`src/rtl/emu_ff_scan_ctrl.sv`:
```
// emu_ff_scan_ctrl
//   Checkpoint dump/restore sequencer for the emulated DUT's flip-flop scan
//   chain. A dump halts the DUT and rotates the chain once through the
//   out_* valid/ready source. A restore halts the DUT and loads the chain from
//   the in_* valid/ready sink. Shifting only happens on a handshake, so stream
//   backpressure freezes the chain in place.
//
//   state   | meaning
//   --------+-----------------------------------------------------------
//   IDLE    | waiting for a command; halt follows the halt-hold flag
//   HALT    | one settle cycle with the DUT halted, no shifting
//   DUMP    | rotate chain, one beat per out_valid && out_ready
//   RESTORE | load chain, one beat per in_valid && in_ready
//   DONE    | one-cycle completion pulse, halt-hold flag updated
//
//   Ports
//     clk_i, rst_i                     clock, async active-high reset
//     cmd_valid_i/cmd_ready_o          command handshake
//     cmd_op_i (0 dump, 1 restore), cmd_beats_i, cmd_resume_i
//     done_o, busy_o                   completion pulse, activity flag
//     out_valid_o/out_ready_i/out_data_o   dump stream
//     in_valid_i/in_ready_o/in_data_i      restore stream
//     emu_halt_o, ff_scan_o, ff_dir_o, ff_sdi_o, ff_sdo_i   DUT scan port
module emu_ff_scan_ctrl #(
   parameter int DATA_WIDTH = 64,
   parameter int BEAT_W     = 16
) (
   input  logic                  clk_i,
   input  logic                  rst_i,
   input  logic                  cmd_valid_i,
   output logic                  cmd_ready_o,
   input  logic                  cmd_op_i,
   input  logic [BEAT_W-1:0]     cmd_beats_i,
   input  logic                  cmd_resume_i,
   output logic                  done_o,
   output logic                  busy_o,
   output logic                  out_valid_o,
   input  logic                  out_ready_i,
   output logic [DATA_WIDTH-1:0] out_data_o,
   input  logic                  in_valid_i,
   output logic                  in_ready_o,
   input  logic [DATA_WIDTH-1:0] in_data_i,
   output logic                  emu_halt_o,
   output logic                  ff_scan_o,
   output logic                  ff_dir_o,
   output logic [DATA_WIDTH-1:0] ff_sdi_o,
   input  logic [DATA_WIDTH-1:0] ff_sdo_i
);

   typedef enum logic [2:0] {
      S_IDLE, S_HALT, S_DUMP, S_RESTORE, S_DONE
   } state_t;

   state_t            state_q, state_d;
   logic [BEAT_W-1:0] cnt_q, cnt_d;
   logic [BEAT_W-1:0] beats_q, beats_d;
   logic              op_q, op_d;
   logic              resume_q, resume_d;
   logic              zero_q, zero_d;   // current command had zero beats
   logic              hold_q, hold_d;   // keep DUT halted while idle

   logic              last_beat;

   // beats_q is never zero in DUMP/RESTORE, so beats_q-1 cannot underflow there
   assign last_beat = (cnt_q == beats_q - BEAT_W'(1));

   always_ff @(posedge clk_i or posedge rst_i) begin
      if (rst_i) begin
         state_q  <= S_IDLE;
         cnt_q    <= '0;
         beats_q  <= '0;
         op_q     <= 1'b0;
         resume_q <= 1'b0;
         zero_q   <= 1'b0;
         hold_q   <= 1'b0;
      end else begin
         state_q  <= state_d;
         cnt_q    <= cnt_d;
         beats_q  <= beats_d;
         op_q     <= op_d;
         resume_q <= resume_d;
         zero_q   <= zero_d;
         hold_q   <= hold_d;
      end
   end

   always_comb begin
      state_d  = state_q;
      cnt_d    = cnt_q;
      beats_d  = beats_q;
      op_d     = op_q;
      resume_d = resume_q;
      zero_d   = zero_q;
      hold_d   = hold_q;
      case (state_q)
         S_IDLE: begin
            if (cmd_valid_i) begin
               op_d     = cmd_op_i;
               beats_d  = cmd_beats_i;
               resume_d = cmd_resume_i;
               cnt_d    = '0;
               zero_d   = (cmd_beats_i == '0);
               state_d  = (cmd_beats_i == '0) ? S_DONE : S_HALT;
            end
         end
         S_HALT: state_d = op_q ? S_RESTORE : S_DUMP;
         S_DUMP: begin
            if (out_ready_i) begin
               cnt_d = cnt_q + BEAT_W'(1);
               if (last_beat) state_d = S_DONE;
            end
         end
         S_RESTORE: begin
            if (in_valid_i) begin
               cnt_d = cnt_q + BEAT_W'(1);
               if (last_beat) state_d = S_DONE;
            end
         end
         S_DONE: begin
            state_d = S_IDLE;
            if (!zero_q) hold_d = op_q & ~resume_q;
         end
         default: state_d = S_IDLE;
      endcase
   end

   always_comb begin
      cmd_ready_o = 1'b0;
      done_o      = 1'b0;
      busy_o      = (state_q != S_IDLE);
      out_valid_o = 1'b0;
      in_ready_o  = 1'b0;
      emu_halt_o  = 1'b1;
      ff_scan_o   = 1'b0;
      ff_dir_o    = 1'b0;
      ff_sdi_o    = '0;
      out_data_o  = ff_sdo_i;
      case (state_q)
         S_IDLE: begin
            cmd_ready_o = 1'b1;
            emu_halt_o  = hold_q;
         end
         S_HALT: ;
         S_DUMP: begin
            out_valid_o = 1'b1;
            ff_scan_o   = out_ready_i;
         end
         S_RESTORE: begin
            in_ready_o = 1'b1;
            ff_dir_o   = 1'b1;
            ff_sdi_o   = in_data_i;
            ff_scan_o  = in_valid_i;
         end
         S_DONE: begin
            done_o = 1'b1;
            // a zero-beat command never halted, so leave halt where it was
            if (zero_q) emu_halt_o = hold_q;
         end
         default: ;
      endcase
   end

endmodule

```
`config.mk`:
```
export PLATFORM = sky130hd
export DESIGN_NAME = emu_ff_scan_ctrl
export DESIGN_NICKNAME = d
export VERILOG_FILES = /design/src/rtl/emu_ff_scan_ctrl.sv
export SDC_FILE = /design/constraint.sdc
export NUM_CORES = 1
export LEC_CHECK = 0
export CAP_MARGIN = 15
export CORE_AREA = 2 2 111 113
export DETAILED_ROUTE_END_ITERATION = 10
export DIE_AREA = 0 0 113 115
export PLACE_DENSITY_LB_ADDON = 0.15
export SLEW_MARGIN = 20
export SYNTH_ARGS = -nofsm -noshare
export SYNTH_HDL_FRONTEND = slang
export SYNTH_SLANG_ARGS = --single-unit
```
`constraint.sdc`:
```
create_clock -name clk_i -period 3.86 [get_ports clk_i]
set_input_delay 0.386 -clock clk_i [delete_from_list [all_inputs] [get_ports clk_i]]
set_output_delay 0.386 -clock clk_i [all_outputs]
set_load 0.05 [all_outputs]
```
==> results.md, run 1 <==
- Run status: complete, but fails checks
- Failing checks: design-rule violations
- Crit path DAT: 2760 ps
- FF+latch count, synth: 39
- Clk sinks: 39
- Resize count post-CTS: 0
- Critical path class: reg2out
- Number of synthesized flops with an enable pin: 0
- Antenna diodes: 0
- Setup TNS: 0 ps
- Most numerous cell in the Yosys netlist: and3_1
- Die area: about 0.013 mm2
- Worst-path clk slew: 60 ps
- Clk buf depth: 2
- Num rows: 40
- Cts hold-fix bufs: 0
- Largest fanout on the critical path: 30
- Mapped Area: 0.00337 mm2
- Tcrit/Tclk final: 0.814
- First-pass GRT wire length: ~16 mm
- Final net count: 629
- Syn. warnings: 0
- Min-delay worst type: reg2reg
- Drt initial violations: 158
- Initial antenna violation count: 0
- Clk_lat worst skew: 280 ps
- Detailed Place HPWL: around 8.5 mm
- Largest net degree at the start of global routing: 66
- Fill cells: 1187
- FFs w/ async S/R, synth: 1.00
- Share of cells above drive strength 1: 0.0901
- # DRC: 15
- Ports: 287
- Die X: 113 um
- Slew headroom: 0.559
- DR pass1 iterations: 7
- Sequential area share after synthesis: 0.289
- Top_reg_cell synth: dfrtp_1
- Total track usage: 0.155
- RD Place Congestion: 0.913
- Vias in the first global route: around 3000
- CTS tree: yes
- Worst slew pin tran: 662 ps
- Max Fclk: 0.318 GHz
- Cell Pwr Density: 719 mW/mm2
- VDD IR-drop max: around 0.25 mV
- Initial Util: 0.286
- Number of port buffers: 158
- Design area: roughly 0.0047 mm2
- Final Critical Period: around 3100 ps
- Syn Nets: 553
- Total CTS buffers: 5
- WL final: ~11 mm
- Worst EP required: ~3500 ps
- Core Area: ~0.012 mm2
- Post-DP Area: 0.00458 mm2
- Antenna Violating Nets Remaining: 0
- Internal reg-to-reg setup slack: ~1100 ps
- Count of cell types in the netlist: 60
- Area Overhead vs Synth: 40.4%
- Clk_skew: 9.11 ps
- H-Tree Depth: 2
- CP Capture Type: primary output
- Max cap viols: 0
- Via/cell ratio: roughly 5.0
- Vias: 3110
- Clk root buf: clkbuf_16
- Synth area leaders: dfrtp_1 (29%), buf_4 (15%), and3_1 (13%)
- Remaining global-route overflow: 0
- Static leakage: a little over 0.002 uW
- Max Slew Vio Count: 0
- Synth cell count leaders: and3_1 (68), buf_4 (66), dfrtp_1 (39)
- RSZ-0062 raised after global routing: no
- Yosys top cell by area: dfrtp_1
- Avg WL per Cell: around 17 um
- Startpoint Class: register
- Fin. Hold Viols: 0
- Postcts setup bufs: 0
- Post-Synthesis Cells: 400
- Top-area cell type share of the netlist area: 0.289
- Setup violators final: 0
- Syn_area_per_cell: 8.43 um2
- Die Span Y: between 100 and 150 um
[registers in the layout, summed over array words and instances (netlist names)]
signal,cells
hold_q,1
op_q,1
zero_q,1
cnt_q,16
beats_q,16
resume_q,1
state_q,3
[layout by cell type (no fill, tap or decap), drive strengths merged, types with 11 or more instances in the layout]
cell | Yosys | final
mux2 | 15 | 15
nand2 | 23 | 23
xor2 | 13 | 13
xnor2 | 14 | 14
nor2 | 26 | 26
dfrtp | 39 | 39
clkdlybuf4s50 | 0 | 158
inv | 11 | 11
and3 | 70 | 70
o21ai | 14 | 14
[stage by stage]
stage	power [uW]	setup slack (ps)	utilization	hold slack, ps	std cells
after detailed placement	2980	1020	0.388	452	616
final	3410	718	0.401	455	624
after global routing	3600	549	0.401	503	624
after floorplan	2460	792	-	428	400
after global placement	2980	1030	0.388	458	616
after CTS	3430	718	0.401	460	624
[metal layers]
metal | track usage | up-vias | part of all wire
li1 | - | 1488 | -
met1 | 0.193 | 1444 | 0.41
met2 | 0.256 | 170 | 0.49
met3 | 0.0496 | 8 | 0.088
met4 | 0.0488 | 0 | 0.014
met5 | 0 | - | 0
[worst max-delay path: stages (launching register included)]
cell             delay (ps)
dfrtp_1                 560
inv_1                   150
nor2_4                  410
buf_4                   340
and3_1                  190
clkdlybuf4s50_1         810
[power breakdown]
part / total (uW) / internal (uW) / switching, uW
sequential: 757 / 537 / 219
clock: 432 / 275 / 157
combinational: 2220 / 850 / 1370
[worst paths after layout]
kind | startpoint | endpoint | depth (start not counted)
setup / recovery | state_q[1]$_DFFE_PP0P_ | ff_sdi_o[49] | 5
hold / removal | resume_q$_DFFE_PP0P_ | hold_q$_DFFE_PP0P_ | 1
setup reg to reg | beats_q[0]$_DFFE_PP0P_ | state_q[0]$_DFFE_PP0P_ | 8
hold reg to reg | resume_q$_DFFE_PP0P_ | hold_q$_DFFE_PP0P_ | 1
max in group asynchronous | rst_i | cnt_q[2]$_DFFE_PP0P_ | 3
min in group asynchronous | rst_i | beats_q[12]$_DFFE_PP0P_ | 3
[cells by family after synthesis]
family	Yosys count	share of synthesized area
fa+ha+maj	2	0.00742
mux	19	0.0619
buf+inv	105	0.192
simple gates	165	0.290
xor+xnor	27	0.0701
flops	39	0.289
compound gates	43	0.0894
[final cells by class]
type                       count  area, um2  area share
multi-input combinational    256       1760       0.371
timing repair buffer         163       1620       0.342
sequential                    39        976       0.206
tap                          147        184      0.0388
clock buffer                   7        153      0.0322
inverter                      11       41.3     0.00872
clock inverter                 1       7.51     0.00158
Power figures use the tool's default switching activity.
==> inputs of run 2 (changes only) <==
- clock period: 3.86 -> 3.3 ns (I/O delays scaled with it)
==> run 2 against run 1 <==
The flow still finishes with violations (design-rule violations); count of clock-buffer cells in the layout shrank 1; sequential power increased by 16%; final cell count stayed put; cell area down 0.13%; worst setup slack worse by 380 ps; die area unchanged; critical path depth is the same; core utilization fell by 0.053 points; sequential share of layout area barely moved; first-iteration DRC count up 11%.
==> results.md, run 2 (synthesis gave the netlist of run 1 again) <==
- Failing checks: design-rule violations (unchanged)
- Crit path DAT: 2630 ps (was 2760 ps)
- Max Slew Vio Count: 0 (unchanged)
- Resize count post-CTS: 0 (unchanged)
- Die X: 113 um (unchanged)
- Design area: 0.00473 mm2 (was 0.00474 mm2)
- Antenna diodes: 0 (unchanged)
- Slew headroom: 0.555 (was 0.559)
- Number of port buffers: 158 (unchanged)
- Critical path class: reg2out (unchanged)
- Postcts setup bufs: 0 (unchanged)
- Num rows: 40 (unchanged)
- Remaining global-route overflow: 0 (unchanged)
- Die area: 0.0130 mm2 (unchanged)
- Antenna Violating Nets Remaining: 0 (unchanged)
- Largest stage delay on the critical path: 820 ps (was 810 ps)
- Area Overhead vs Synth: 40.2% (was 40.4%)
- # DRC: 15 (unchanged)
- Initial antenna violation count: 0 (unchanged)
- Run status: complete, but fails checks (unchanged)
- Largest fanout on the critical path: 44 (was 30)
- Max Fclk: 0.337 GHz
- WHS Endpoint: hold_q$_DFFE_PP0P_ (unchanged)
- Vias in the first global route: 2998 (was 2969)
- Max cap viols: 0 (unchanged)
- Via/cell ratio: 4.91 (was 4.98)
- RD Place Congestion: 0.855 (was 0.913)
- Share of cells above drive strength 1: 0.0985 (was 0.0901)
- H-Tree Depth: 2 (unchanged)
- Setup TNS: 0 ps (unchanged)
- Drt initial violations: 176 (was 158)
- Crit-path cells: inv_1 > nor2_4 > buf_12 > and3_1 > clkdlybuf4s50_1 (was inv_1 > nor2_4 > buf_4 > and3_1 > clkdlybuf4s50_1)
- Post-DP Area: 0.00459 mm2 (was 0.00458 mm2)
- CP top delay family: buffers and inverters (unchanged)
- Worst EP required: 2970 ps (was 3470 ps)
- Die Span Y: 115 um (unchanged)
- Min-delay worst type: reg2reg (unchanged)
- WP buf/inv: 3 (unchanged)
- Clk_lat worst skew: 280 ps (about the same)
- Most frequent cells in the layout: clkdlybuf4s50_1 (153), and3_1 (68), dfrtp_1 (39), nor2_1 (25), nand2_1 (23) (was clkdlybuf4s50_1 (158), and3_1 (68), dfrtp_1 (39), nor2_1 (25), nand2_1 (23))
- Hold path start: resume_q$_DFFE_PP0P_ (unchanged)
- DR pass1 iterations: 7 (unchanged)
- Tcrit/Tclk final: 0.898
- Total CTS buffers: 5 (unchanged)
- RSZ-0062 raised after global routing: no (unchanged)
- CTS tree: yes (unchanged)
- Detailed Place HPWL: 8.42 mm (was 8.46 mm)
- Core Area: 0.0118 mm2 (unchanged)
- Hold Path Depth: 1 (unchanged)
- Clk root buf: clkbuf_16 (unchanged)
- Top Registers: beats_q x16, cnt_q x16, state_q x3 (unchanged)
- Worst-path clk slew: 60 ps (about the same)
- WL final: 10.8 mm (was 10.6 mm)
- R2R depth: 8 (unchanged)
- Vias: 3066 (was 3110)
- Largest net degree at the start of global routing: 45 (was 66)
- Commonest non-fill, non-tap cell in the layout: clkdlybuf4s50_1 (unchanged)
- Worst reg2reg path endpoint: state_q[0]$_DFFE_PP0P_ (unchanged)
- Clk_skew: 4.91 ps (was 9.11 ps)
- Ports: 287 (unchanged)
- First-pass GRT wire length: 16.2 mm (was 16.0 mm)
- Initial Util: 0.286 (unchanged)
- Static leakage: 0.00207 uW (was 0.00206 uW)
- Critical path's slowest cell: clkdlybuf4s50_1 (unchanged)
- Avg WL per Cell: 17.3 um (was 17.0 um)
- Fin. Hold Viols: 0 (unchanged)
- Clk buf depth: 2 (unchanged)
- Total track usage: 0.158 (was 0.155)
- Startpoint Class: register (unchanged)
- VDD IR-drop max: 0.363 mV (was 0.246 mV)
- Cell Pwr Density: 840 mW/mm2 (was 719 mW/mm2)
- Crit. Startpoint: state_q[1]$_DFFE_PP0P_ (unchanged)
- Final net count: 629 (unchanged)
- Cts hold-fix bufs: 0 (unchanged)
- R2r startpoint: beats_q[0]$_DFFE_PP0P_ (unchanged)
- Clk sinks: 39 (unchanged)
- CP Capture Type: primary output (unchanged)
- Fin util: 0.401 (about the same)
- Final Critical Period: between 2000 and 3000 ps
- Internal reg-to-reg setup slack: 460 ps (was 1060 ps)
- Worst slew pin tran: 662 ps (about the same)
- Setup violators final: 0 (unchanged)
## run 2: cell count changes in the layout (fill, tap and decap cells not counted), sizes merged
cell / change
clkbuf: -1
buf: +5
clkdlybuf4s50: -5
clkinv: +1
## run 2: how the worst max path moves through the flow
stage,endpoint,cells past startpoint,slack [ps]
floorplan,beats_q[10]$_DFFE_PP0P_,6,230
global placement,state_q[0]$_DFFE_PP0P_,6,590
detailed placement,state_q[0]$_DFFE_PP0P_,8,450
CTS,ff_sdi_o[38],5,320
global route,ff_sdi_o[38],5,150
finish,ff_sdi_o[6],5,340
## run 2: per-layer routing
metal  global-route usage  wire length (um)  part of all wire
met5                    0                 0                 0
met4               0.0415               106            0.0098
met3               0.0464               805             0.075
met2                0.268              5330              0.49
met1                0.197              4540              0.42
## run 2: power by group
group,switching [uW],internal [uW],leakage [uW]
clock network,189,279,0.0000669
logic,1620,1010,0.00150
registers,246,629,0.000501
## run 2: layout make-up
class                      count  area [um2]
clock buffer                   6         129
clock inverter                 2        12.5
fill                        1185        7080
inverter                      11        41.3
multi-input combinational    256        1760
sequential                    39         976
tap                          147         184
timing repair buffer         163        1630
## run 2: through the flow
step	worst slack (ps)	cells	power, uW	hold slack [ps]
CTS	319	624	3990	469
global placement	588	616	3500	462
global route	151	624	4200	498
floorplan	232	400	2880	428
finish	337	624	3970	457
detailed placement	455	616	3500	465
==> inputs of run 3 (changes only) <==
- MAX_ROUTING_LAYER: unset -> met4
==> run 3 against run 2 <==
The flow still finishes with violations (design-rule violations); via count barely moved; maximum frequency is 0.16% lower; core utilization unchanged; largest cell class unchanged; total power grew 0.19%; wire length up 0.12%; die area unchanged; register-to-register slack is essentially flat.
==> results.md, run 3 (synthesis gave the netlist of run 1 again) <==
- WHS: 458 ps (was 457 ps)
- Failing checks: design-rule violations (unchanged)
- Vias: 3068 (was 3066)
- Fin. Hold Viols: 0 (unchanged)
- Area Overhead vs Synth: 40.2% (unchanged)
- CTS tree: yes (unchanged)
- Hold Path Depth: 1 (unchanged)
- Clk_skew: 6.60 ps (was 4.91 ps)
- VDD IR-drop max: 0.364 mV (was 0.363 mV)
- Detailed Place HPWL: 8.42 mm (unchanged)
- Die area: 0.0130 mm2 (unchanged)
- Die Span Y: 115 um (unchanged)
- Drt initial violations: 183 (was 176)
- Initial Util: 0.286 (unchanged)
- Avg WL per Cell: 17.3 um (about the same)
- Final net count: 629 (unchanged)
- Cell Pwr Density: 841 mW/mm2 (was 840 mW/mm2)
- Num rows: 40 (unchanged)
- Worst slew pin tran: 660 ps (was 662 ps)
- Antenna Violating Nets Remaining: 0 (unchanged)
- WL final: 10.8 mm (about the same)
- Run status: complete, but fails checks (unchanged)
- Largest stage delay on the critical path: 820 ps (about the same)
- DP Worst Slack: 455 ps (unchanged)
- Most frequent cells in the layout: clkdlybuf4s50_1 (153), and3_1 (68), dfrtp_1 (39), nor2_1 (25), nand2_1 (23) (unchanged)
- Sw Share: 0.519 (was 0.518)
- Setup violators final: 0 (unchanged)
- RSZ-0062 raised after global routing: no (unchanged)
- Total CTS buffers: 5 (unchanged)
- Max cap viols: 0 (unchanged)
- P_sw: 2060 uW (about the same)
- Vias in the first global route: 3008 (was 2998)
- Ports: 287 (unchanged)
- R2r startpoint: beats_q[0]$_DFFE_PP0P_ (unchanged)
- CP top delay family: buffers and inverters (unchanged)
- Postcts setup bufs: 0 (unchanged)
- RD Place Congestion: 0.869 (was 0.855)
- # DRC: 15 (unchanged)
- Clk buf depth: 2 (unchanged)
- DR pass1 iterations: 7 (unchanged)
- Hold path start: resume_q$_DFFE_PP0P_ (unchanged)
- Clock power share: 0.118 (about the same)
- WHS Endpoint: hold_q$_DFFE_PP0P_ (unchanged)
- Internal reg-to-reg setup slack: 460 ps (about the same)
- Cts hold-fix bufs: 0 (unchanged)
- Resize count post-CTS: 0 (unchanged)
- Clk root buf: clkbuf_16 (unchanged)
- R2R depth: 8 (unchanged)
- Tcrit/Tclk final: 0.899 (was 0.898)
- Worst-path clk slew: 60 ps (about the same)
- Startpoint Class: register (unchanged)
- Final Critical Period: 2970 ps (was 2960 ps)
- Number of port buffers: 158 (unchanged)
- Worst EP required: 2970 ps (about the same)
- Max Fclk: 0.337 GHz (about the same)
- Clk sinks: 39 (unchanged)
- Static leakage: 0.00207 uW (unchanged)
- Core Area: 0.0118 mm2 (unchanged)
- Max Slew Vio Count: 0 (unchanged)
- Crit path DAT: 2640 ps (was 2630 ps)
- Setup WS post-layout: 332 ps (was 337 ps)
- First-pass GRT wire length: 16.2 mm (about the same)
- Fill cells: 1185 (unchanged)
- Largest fanout on the critical path: 44 (unchanged)
- Combinational fraction of design power: 0.662 (about the same)
- Slew headroom: 0.556 (was 0.555)
- Power share of the sequential group: 0.220 (about the same)
- Crit-path cells: inv_1 > nor2_4 > buf_12 > and3_1 > clkdlybuf4s50_1 (unchanged)
- Top Registers: beats_q x16, cnt_q x16, state_q x3 (unchanged)
- Worst reg2reg path endpoint: state_q[0]$_DFFE_PP0P_ (unchanged)
- Commonest non-fill, non-tap cell in the layout: clkdlybuf4s50_1 (unchanged)
- Clk_lat worst skew: 280 ps (about the same)
- WP buf/inv: 3 (unchanged)
- Via/cell ratio: 4.92 (was 4.91)
- Cell internal pwr: 1910 uW (about the same)
- Initial antenna violation count: 0 (unchanged)
- Die X: 113 um (unchanged)
- Total track usage: 0.162 (was 0.158)
- Setup TNS: 0 ps (unchanged)
- H-Tree Depth: 2 (unchanged)
- Antenna diodes: 0 (unchanged)
- Remaining global-route overflow: 0 (unchanged)
- CP Capture Type: primary output (unchanged)
- Share of cells above drive strength 1: 0.0985 (unchanged)
- Critical path's slowest cell: clkdlybuf4s50_1 (unchanged)
- Min-delay worst type: reg2reg (unchanged)
- Largest net degree at the start of global routing: 45 (unchanged)
- Critical path class: reg2out (unchanged)
-- run 3: cell counts in the layout (fill, tap and decap cells not counted) --
Identical to the previous run, type by type.
-- run 3: area by class of cell --
| cell class | instances | area (um2) | share of cell area |
|---|---|---|---|
| clock buffer | 6 | 129 | 0.0272 |
| clock inverter | 2 | 12.5 | 0.00264 |
| inverter | 11 | 41.3 | 0.00873 |
| multi-input combinational | 256 | 1760 | 0.371 |
| sequential | 39 | 976 | 0.206 |
| tap | 147 | 184 | 0.0389 |
| timing repair buffer | 163 | 1630 | 0.345 |
-- run 3: worst max-delay path by stage --
stage,endpoint,depth (start not counted),from
2_1_floorplan,beats_q[10]$_DFFE_PP0P_,6,state_q[1]$_DFFE_PP0P_
3_3_place_gp,state_q[0]$_DFFE_PP0P_,6,beats_q[2]$_DFFE_PP0P_
4_1_cts,ff_sdi_o[38],5,state_q[1]$_DFFE_PP0P_
6_report,ff_sdi_o[6],5,state_q[1]$_DFFE_PP0P_
3_5_place_dp,state_q[0]$_DFFE_PP0P_,8,beats_q[0]$_DFFE_PP0P_
5_1_grt,ff_sdi_o[38],5,state_q[1]$_DFFE_PP0P_
-- run 3: worst register-to-register path, delay by kind of cell, from the launching register on --
family / cells / cell delay, ps
adder cells (fa/ha/maj): 1 / 300
AO/OA/AOI/OAI: 3 / 760
buffers and inverters: 1 / 130
flip-flops: 1 / 450
AND/OR/NAND/NOR: 3 / 1080
-- run 3: routing by layer --
| metal | wire (um) | up-vias | track usage |
|---|---|---|---|
| met5 | 0 | - | - |
| met4 | 113 | 0 | 0.0415 |
| met3 | 626 | 13 | 0.0364 |
| met2 | 5340 | 136 | 0.268 |
| met1 | 4710 | 1427 | 0.202 |
| li1 | - | 1492 | - |
-- run 3: stage by stage --
stage | area, um2 | std cells | util | power, uW
4_1_cts | 4730 | 624 | 0.401 | 3990
5_1_grt | 4730 | 624 | 0.401 | 4200
2_1_floorplan | 3370 | 400 | - | 2880
3_3_place_gp | 4590 | 616 | 0.389 | 3500
6_report | 4730 | 624 | 0.401 | 3980
3_5_place_dp | 4590 | 616 | 0.389 | 3500
-- run 3: power by group through the flow --
stage	Clock (uW)	Sequential, uW	Combinational [uW]
detailed placement	0	885	2620
finish	471	875	2630
global route	503	904	2790
global placement	0	881	2620
floorplan	0	763	2110
CTS	478	877	2630
